--- config.mk ---
export PLATFORM = sky130hd
export DESIGN_NAME = max_pool_1
export DESIGN_NICKNAME = d
export VERILOG_FILES = /design/src/rtl/cnn_pkg.sv /design/src/rtl/pool_row_buf.sv /design/src/rtl/max_pool_1.sv
export SDC_FILE = /design/constraint.sdc
export NUM_CORES = 1
export LEC_CHECK = 0
export ABC_AREA = 0
export BUFFER_PORTS_ARGS = -buffer_cell sky130_fd_sc_hd__buf_2
export CAP_MARGIN = 10
export CELL_PAD_IN_SITES_DETAIL_PLACEMENT = 1
export CELL_PAD_IN_SITES_GLOBAL_PLACEMENT = 1
export CORE_ASPECT_RATIO = 1.75
export CORE_MARGIN = 2
export CORE_UTILIZATION = 25
export DETAILED_ROUTE_END_ITERATION = 12
export HOLD_SLACK_MARGIN = 0.15
export PLACE_DENSITY = 0.51
export SLEW_MARGIN = 20
export SYNTH_ARGS = -nofsm -noshare
export SYNTH_HDL_FRONTEND = slang
export SYNTH_SLANG_ARGS = --single-unit
--- constraint.sdc ---
create_clock -name clk -period 12.16 [get_ports clk]
set_input_delay 1.824 -clock clk [delete_from_list [all_inputs] [get_ports clk]]
set_output_delay 1.824 -clock clk [all_outputs]
set_load 0.01 [all_outputs]
--- src/rtl/cnn_pkg.sv ---
// Shared definitions for the CNN pooling layers: default bus widths, the pool
// FSM state type and a signed max helper.
package cnn_pkg;

  localparam int unsigned DEF_DATA_W = 16;
  localparam int unsigned DEF_ADDR_W = 16;

  typedef enum logic [1:0] {
    PoolIdle,
    PoolAccum,
    PoolDone
  } pool_state_e;

  // Pure selection: ties may return either operand, the value is the same.
  function automatic logic signed [DEF_DATA_W-1:0] smax(
    input logic signed [DEF_DATA_W-1:0] a,
    input logic signed [DEF_DATA_W-1:0] b
  );
    return (a > b) ? a : b;
  endfunction

endpackage

--- src/rtl/pool_row_buf.sv ---
// Half-width row buffer for 2x2 pooling: holds the horizontal maxima of the even
// row, one entry per output column. Synchronous write, combinational read.
module pool_row_buf #(
  parameter int unsigned Depth  = 16,
  parameter int unsigned DATA_W = 16,
  parameter int unsigned IdxW   = 4
) (
  input  logic                     clk,
  input  logic                     wr_en,
  input  logic [IdxW-1:0]          wr_idx,
  input  logic signed [DATA_W-1:0] wr_data,
  input  logic [IdxW-1:0]          rd_idx,
  output logic signed [DATA_W-1:0] rd_data
);

  logic signed [DATA_W-1:0] mem [Depth];

  always_ff @(posedge clk) begin
    if (wr_en) begin
      mem[wr_idx] <= wr_data;
    end
  end

  assign rd_data = mem[rd_idx];

endmodule

--- src/rtl/max_pool_1.sv ---
// 2x2 stride-2 signed max pooling over the first conv layer's streamed output.
// Optional macro POOL1_RELU_EN clamps negative pooled results to zero.
module max_pool_1
  import cnn_pkg::*;
#(
  parameter int unsigned DATA_W = DEF_DATA_W,
  parameter int unsigned ADDR_W = DEF_ADDR_W,
  parameter int unsigned IN_H   = 33,
  parameter int unsigned IN_W   = 33
) (
  input  logic                     clk,
  input  logic                     rst,
  input  logic                     layer_enable,
  input  logic                     in_wr_en,
  input  logic signed [DATA_W-1:0] in_data,
  input  logic [ADDR_W-1:0]        in_addr,
  output logic                     out_wr_en,
  output logic signed [DATA_W-1:0] out_data,
  output logic [ADDR_W-1:0]        out_addr,
  output logic                     layer_done,
  output logic                     addr_err
);

  localparam int unsigned OUT_H = IN_H / 2;
  localparam int unsigned OUT_W = IN_W / 2;
  localparam int unsigned ROW_W = $clog2(IN_H + 1);
  localparam int unsigned COL_W = $clog2(IN_W + 1);
  localparam int unsigned IDX_W = (OUT_W > 1) ? $clog2(OUT_W) : 1;

  localparam logic [ROW_W-1:0] RowLast = ROW_W'(IN_H - 1);
  localparam logic [COL_W-1:0] ColLast = COL_W'(IN_W - 1);
  localparam logic [ROW_W-1:0] RowLim  = ROW_W'(2 * OUT_H);
  localparam logic [COL_W-1:0] ColLim  = COL_W'(2 * OUT_W);
  // With even dimensions the final word also completes a window, so the done
  // pulse waits one extra cycle to land after that last strobe.
  localparam bit LastInWindow = ((IN_H % 2) == 0) && ((IN_W % 2) == 0);

  pool_state_e state_q, state_d;
  logic [ROW_W-1:0]         row_q, row_d;
  logic [COL_W-1:0]         col_q, col_d;
  logic [ADDR_W-1:0]        exp_q, exp_d;
  logic [ADDR_W-1:0]        ocnt_q, ocnt_d;
  logic signed [DATA_W-1:0] hmax_q, hmax_d;
  logic                     owr_q, owr_d;
  logic signed [DATA_W-1:0] odata_q, odata_d;
  logic [ADDR_W-1:0]        oaddr_q, oaddr_d;
  logic                     done_q, done_d;
  logic                     pend_q, pend_d;
  logic                     err_q, err_d;

  logic                     accept, in_rng, last_word, rb_we;
  logic [IDX_W-1:0]         col_half;
  logic signed [DATA_W-1:0] win_m, rb_rd, pooled;

  assign col_half = IDX_W'(col_q >> 1);

  pool_row_buf #(
    .Depth  (OUT_W),
    .DATA_W (DATA_W),
    .IdxW   (IDX_W)
  ) u_row_buf (
    .clk     (clk),
    .wr_en   (rb_we),
    .wr_idx  (col_half),
    .wr_data (win_m),
    .rd_idx  (col_half),
    .rd_data (rb_rd)
  );

  always_comb begin
    accept    = (state_q == PoolAccum) && layer_enable && in_wr_en;
    in_rng    = (row_q < RowLim) && (col_q < ColLim);
    last_word = (row_q == RowLast) && (col_q == ColLast);
    win_m     = smax(hmax_q, in_data);
    pooled    = smax(rb_rd, win_m);
`ifdef POOL1_RELU_EN
    if (pooled[DATA_W-1]) begin
      pooled = '0;
    end
`else
`endif
  end

  always_comb begin
    state_d = state_q;
    unique case (state_q)
      PoolIdle:  if (layer_enable) state_d = PoolAccum;
      PoolAccum: begin
        if (!layer_enable) begin
          state_d = PoolIdle;
        end else if (accept && last_word) begin
          state_d = PoolDone;
        end
      end
      PoolDone:  if (!layer_enable) state_d = PoolIdle;
      default:   state_d = PoolIdle;
    endcase
  end

  always_comb begin
    row_d   = row_q;
    col_d   = col_q;
    exp_d   = exp_q;
    ocnt_d  = ocnt_q;
    hmax_d  = hmax_q;
    owr_d   = 1'b0;
    odata_d = odata_q;
    oaddr_d = oaddr_q;
    done_d  = 1'b0;
    pend_d  = 1'b0;
    err_d   = err_q;
    rb_we   = 1'b0;

    if (state_q == PoolIdle) begin
      row_d  = '0;
      col_d  = '0;
      exp_d  = '0;
      ocnt_d = '0;
      if (layer_enable) err_d = 1'b0;
    end

    if (accept) begin
      if (in_addr != exp_q) err_d = 1'b1;
      exp_d = exp_q + ADDR_W'(1);
      if (col_q == ColLast) begin
        col_d = '0;
        row_d = row_q + ROW_W'(1);
      end else begin
        col_d = col_q + COL_W'(1);
      end
      // Words in a dropped trailing row/column only advance the counters.
      if (in_rng) begin
        if (!col_q[0]) begin
          hmax_d = in_data;
        end else if (!row_q[0]) begin
          rb_we = 1'b1;
        end else begin
          owr_d   = 1'b1;
          odata_d = pooled;
          oaddr_d = ocnt_q;
          ocnt_d  = ocnt_q + ADDR_W'(1);
        end
      end
      if (last_word) begin
        if (LastInWindow) pend_d = 1'b1;
        else              done_d = 1'b1;
      end
    end

    if ((state_q == PoolDone) && in_wr_en) err_d = 1'b1;
    if (pend_q && layer_enable) done_d = 1'b1;
  end

  always_ff @(posedge clk or posedge rst) begin
    if (rst) begin
      state_q <= PoolIdle;
      row_q   <= '0;
      col_q   <= '0;
      exp_q   <= '0;
      ocnt_q  <= '0;
      hmax_q  <= '0;
      owr_q   <= 1'b0;
      odata_q <= '0;
      oaddr_q <= '0;
      done_q  <= 1'b0;
      pend_q  <= 1'b0;
      err_q   <= 1'b0;
    end else begin
      state_q <= state_d;
      row_q   <= row_d;
      col_q   <= col_d;
      exp_q   <= exp_d;
      ocnt_q  <= ocnt_d;
      hmax_q  <= hmax_d;
      owr_q   <= owr_d;
      odata_q <= odata_d;
      oaddr_q <= oaddr_d;
      done_q  <= done_d;
      pend_q  <= pend_d;
      err_q   <= err_d;
    end
  end

  assign out_wr_en  = owr_q;
  assign out_data   = odata_q;
  assign out_addr   = oaddr_q;
  assign layer_done = done_q;
  assign addr_err   = err_q;

endmodule

# Word level (Yosys, flattened, before mapping)
# Memories as Yosys holds them, arrays and structs flattened.
# Cells that the tools add are included.
word_totals:
  regBits: 97
  latch_bits: 0
  ram_bits: 256
  rom_bits: 0
  in_bits: 36
  out_inout_bits: 35
  word_cells: 77
  mem_count: 1
op_classes:
  n_addsub: 4
  n_mul: 0
  div: 0
  magnitude_cmp: 4
  n_eq_ne: 8
  shifts: 0
  muxes: 37
  n_bitwise: 1
  reduce_logical: 11
mem_list:
  columns: ["name", "depth", "width", "read_ports", "rd_ports_with_merged_regs", "write_ports", "line", "rtl"]
  rows:
  - ["u_row_buf.mem", 16, 16, 1, 0, 1, "pool_row_buf.sv:16", "logic signed [DATA_W-1:0] mem [Depth];"]
op_table:
  columns: ["cell", "n"]
  rows:
  - ["16-bit 2-to-1 mux", 9]
  - ["6-bit 2-to-1 mux", 6]
  - ["16-bit by 1-bit adder with 16-bit output (second input constant)", 2]
  - ["16-bit greater-than comparator", 2]
  - ["1-bit 2-to-1 mux", 17]
  - ["16-bit != test", 1]
  - ["6-bit by 1-bit adder with 6-bit output (second input constant)", 2]
  - ["6-bit == test (second input constant)", 2]
  - ["6-bit less-than comparator (second input constant)", 2]
  - ["2-bit 2-to-1 mux", 4]
  - ["1-bit logical AND", 6]
  - ["2-bit one-hot mux with 3 select lines", 1]
  - ["3-bit AND reduction", 2]
  - ["2-bit != test (second input constant)", 2]
  - ["4-bit AND reduction", 1]
  - ["3-bit by 2-bit != test with 1-bit output (second input constant)", 1]
  - ["2-bit by 1-bit == test with 1-bit output (second input constant)", 1]
  - ["2-bit == test (second input constant)", 1]
  - ["2-bit zero test", 1]
  - ["2-bit nonzero test", 1]
  - ["1-bit inverter", 1]

# Longest topological paths before layout
depth:
  ltp_word: 7
  mapped_depth: 19
  mapped_depth_nobuf: 15

# Modules after synthesis
# From an unflattened synthesis, not the netlist that was laid out.
hier_totals:
  hier_cells: 977
  hier_area_um2: 15056.9
by_module_without_submodules:
  columns: ["mod", "instances", "cells_per_inst", "area_each_um2", "seq_area_each_um2"]
  rows:
  - ["pool_row_buf", 1, 416, 9721.8, 7687.4]
  - ["max_pool_1", 1, 561, 5335.1, 2427.3]

# Least setup slack after synthesis
# OpenSTA, ideal clock, no wires.
synth_timing:
  path_type: "input to register"
  startpoint: "input in_data[15]"
  endpoint: "register odata_q[0] (netlist: out_data[0])"
  setup_time_ns: 0.077
  arrival_ns: 5.401
  t_required_ns: 12.083
  slack_ns: 6.682
  cell_stages: 16
  n_path_buf: 4
  path_cell_list: "inv_1 -> ha_1 -> buf_8 -> nand4_1 -> nor4_1 -> a21boi_0 -> buf_2 -> buf_2 -> mux2i_1 -> mux2_4 -> ha_1 -> nand4_1 -> or4_1 -> a311o_1 -> clkbuf_1 -> o21ai_1"
synth_via:
  elab_chain_cells: 4
synth_rtl:
  columns: ["element", "line", "rtl"]
  rows:
  - ["from (decl)", "max_pool_1.sv:15", "input logic signed [DATA_W-1:0] in_data,"]
  - ["16-bit greater-than comparator", "cnn_pkg.sv:19", "return (a > b) ? a : b;"]
  - ["16-bit 2-to-1 mux (*)", "cnn_pkg.sv:19", null]
  - ["16-bit greater-than comparator", "cnn_pkg.sv:19", null]
  - ["16-bit 2-to-1 mux (*)", "cnn_pkg.sv:19", null]
  - ["to (signal assigned)", "max_pool_1.sv:176", "odata_q <= odata_d;"]
  - ["to (decl)", "max_pool_1.sv:45", "logic signed [DATA_W-1:0] odata_q, odata_d;"]
# Mark *: on every way between the ends. The rest lies on a longest branch, timed or not.
# A chain may end at the register's enable or synchronous reset.

# Final worst setup path
layout_timing:
  startpoint: "input in_data[15]"
  endpoint: "register odata_q[14] (netlist: out_data[14])"
layout_via:
  elab_chain_cells: 4
layout_rtl:
  columns: ["element", "line", "rtl"]
  rows:
  - ["16-bit greater-than comparator", "cnn_pkg.sv:19", null]
  - ["16-bit 2-to-1 mux", "cnn_pkg.sv:19", null]
  - ["net u_row_buf.wr_data[0]", "pool_row_buf.sv:11", "input logic signed [DATA_W-1:0] wr_data,"]
  - ["16-bit greater-than comparator", "cnn_pkg.sv:19", null]
  - ["16-bit 2-to-1 mux", "cnn_pkg.sv:19", null]
# The timed path passes the listed nets, and every way through them passes these cells.

==> metrics.md <==
| Metric | Value |
|---|---|
| Pwr Total | `2.878 mW` |
| Largest net degree at the start of global routing | `64` |
| IO Port Bufs | `70` |
| WP data arrival | `6490 ps` |
| Seq/Total Area, Yosys | `0.6517` |
| Clock power frac | `0.370` |
| F_max | `approximately 0.17 GHz` |
| Power Density | `160.2 nW/um^2` |
| Post-DP HPWL | `26220 microns` |
| Detail Route Antenna Nets | `0` |
| Seq. cell area | `10120 sq um` |
| Fillers | `between 6000 and 7000` |
| IO Pins | `71` |
| WL/cell | `21.28 microns` |
| Starting density of the core | `0.2533` |
| Slowest stage delay, CP | `about 780 ps` |
| Detailed Route WL | `40100 microns` |
| Critical path startpoint category | `input pin` |
| DRC errors left | `0` |
| Area share of the largest cell type after synthesis | `0.4953` |
| CTS Hold Bufs | `0` |
| Cell-internal power | `2.146 mW` |
| Die width | `approximately 190 microns` |
| Syn nets | `around 1100` |
| Yosys reg bits | `353` |
| Sequential share of power | `0.500` |
| Initial antenna violation count | `0` |
| Layout cells sized above 1 | `0.2521` |
| CTS buffer count | `34` |
| CP max stage cell | `a31oi_2` |
| HP Class | `reg2reg` |
| Synth cell types | `51` |
| DR WL met2 | `21540 microns` |
| Post-CTS setup buffers | `0` |
| Avg Inst Size Synth | `15.69 sq um` |
| Setup Skew | `roughly 26 ps` |
| GRT Overall Usage | `0.1275` |
| Final setup TNS | `0 ps` |
| Number of synthesized flops with an enable pin | `256` |
| Met1 WL | `15780 microns` |
| Row count | `120` |
| CP cell instances | `buf_2 -> inv_1 -> ha_1 -> buf_4 -> nand4_1 -> nor4_1 -> a211o_1 -> mux2_4 -> inv_1 -> ha_1 -> nor2b_1 -> o211ai_1 -> a2111o_1 -> a31oi_2 -> a22oi_1 -> o21ai_1` |
| Fraction of registers with async set/reset | `0.2748` |
| Synth Flop Type | `edfxtp_1` |
| Delay-heaviest family, CP | `compound AO/OA/AOI/OAI gates` |
| Status | `finished clean` |
| Crit-path max FO | `19` |
| Fin nets | `between 1000 and 1500` |
| Vias in the first global route | `around 10000` |
| Final Hold Violating Endpoints | `0` |
| Initial DRC count | `343` |
| Top cells by area, synth | `edfxtp_1 (50%), dfrtp_1 (16%), mux4_2 (12%)` |
| First-pass GRT wire length | `60870 microns` |
| Switch share | `0.2544` |
| Placeable Area | `61260 sq um` |
| Combinational share of power | `0.130` |
| Setup-failing EPs final | `0` |
| Top sig layer | `met4` |
| RSZ-0062 raised after global routing | `false` |
| GPL Wtd Cong | `0.7749` |
| DP Worst Slack | `5492 ps` |
| Final period util | `0.4973` |
| Grt ovf | `0` |
| CTS H-tree lvls | `2` |
| Slew @ Worst Pin | `940.8 ps` |
| Via count | `8775` |
| Area grow syn2layout | `15.75%` |
| WP data required | `12600 ps` |
| Die Y | `333.6 microns` |
| Most common cell after layout, fill and taps aside | `edfxtp_1` |
| Clock latency on the worst-skew pair | `about 540 ps` |
| Post-Synthesis Cells | `slightly below 1000` |
| Mapped Area | `15520 sq um` |
| Leakage power | `6.546 nW` |
| Die Area | `64170 sq um` |
| Met3 Routed Length | `1279 microns` |
| CTS tree | `built` |
| # clock sinks | `353` |
| Worst path bufs/invs | `4` |
| Ys Warns | `0` |
| VDD IR-drop max | `126.2 uV` |
| Area of the multi-input gates | `5097 sq um` |
| Drt via density | `4.658` |
| Switching Power | `0.7322 mW` |
| DRT Pass-1 Iters | `4` |
| Setup crit end kind | `flip-flop` |
| Max_cap viols | `0` |
| N_diodes | `0` |
| Setup ws final | `6113 ps` |
| Commonest non-fill, non-tap cells in the layout | `edfxtp_1 (256), dfrtp_1 (95), nand2_1 (93)` |
| CTS max path bufs | `3` |
| Slew HR | `0.3708` |
| Min cycle time layout | `6047 ps` |
| Post-CTS Resized | `0` |
| Slew Viols, Final | `0` |
| CTS root buffer | `clkbuf_16` |
| Cell taking the most area after synthesis | `edfxtp_1` |
| Critical path class | `in2reg` |
| CTS clk-pin slew, worst paths | `roughly 60 ps` |
## power groups by stage
stage	Clock [mW]	Sequential [mW]	Combinational, mW
final	1.06	1.44	0.375
after global placement	0	1.46	0.368
after CTS	1.10	1.44	0.383
after detailed placement	0	1.47	0.381
after floorplan	0	1.45	0.268
after global routing	1.14	1.44	0.418
## path summary, 6_finish.rpt
| kind | slack (ps) | end | start | depth (start not counted) |
|---|---|---|---|---|
| max reg2reg | 7140 | out_data[14] | hmax_q[15] | 14 |
| max | 6110 | out_data[14] | in_data[15] | 16 |
| min in group asynchronous | 1300 | hmax_q[8] | rst | 2 |
| max in group asynchronous | 9490 | col_q[1] | rst | 3 |
| min reg2reg | 460 | out_addr[10] | out_addr[10] | 2 |
| min | 460 | out_addr[10] | out_addr[10] | 2 |
## metal layers
layer	GRT usage	vias up
li1	-	3948
met1	0.1455	4573
met2	0.2370	177
met3	0.01431	77
met4	0.05279	0
met5	0	-
## logic make-up (layout without fill, tap and decap cells)
group	after synthesis	in the layout	synth area share
simple gates	225	225	0.06756
mux	150	150	0.1662
flops	353	353	0.6517
compound gates	106	106	0.04249
xor+xnor	27	27	0.01524
buf+inv	90	192	0.02620
fa+ha+maj	38	38	0.03064
## tightest hold or removal path, cell delays in order (launching register included)
cell and delay, ps:
dfrtp_1 330, nand2_1 50, nand2_1 50
## through the flow
stage,instance area [sq um],cells,utilization,hold slack (ps)
final,17960,1884,0.2932,459.4
after global routing,17960,1884,0.2932,487.9
after CTS,17960,1884,0.2932,467.7
after detailed placement,16870,1824,0.2753,453.4
after global placement,16860,1824,0.2752,450.5
after floorplan,15520,989,-,456.8
## registers in the layout, indices dropped and copies added (netlist names)
| name | count |
|---|---|
| addr_err | 1 |
| col_q | 6 |
| exp_q | 16 |
| hmax_q | 16 |
| layer_done | 1 |
| ocnt_q | 16 |
| out_addr | 16 |
| out_data | 16 |
| out_wr_en | 1 |
| row_q | 6 |
| state_q | 2 |
| u_row_buf.mem | 256 |
## final cells by class
cell class,count,share of cell area
Timing Repair Buffer,89,0.02744
Inverter,43,0.009124
Clock buffer,42,0.05015
Clock inverter,18,0.01094
Tap cell,793,0.05523
Sequential cell,353,0.5633
Multi-Input combinational cell,546,0.2838
## synthesized netlist by cell type, types with 4 or more instances
library cell  count
buf_2             9
a21oi_1          14
nor2_1           45
edfxtp_1        256
nand4_1          22
and3_1            4
xor2_1           25
buf_6             4
o211ai_1          7
ha_1             38
mux2_4           10
nand2_1          93
a21o_1            4
nand3_1          26
nand2b_1          6
mux2i_1          39
clkbuf_1         29
o21ai_1          16
mux2_2           21
o31ai_1           9
a22oi_1          16
o21ai_0          31
nor4_1            7
dfrtp_1          97
mux4_2           80
inv_1            43
No activity file was read; power rests on OpenSTA's default activity.
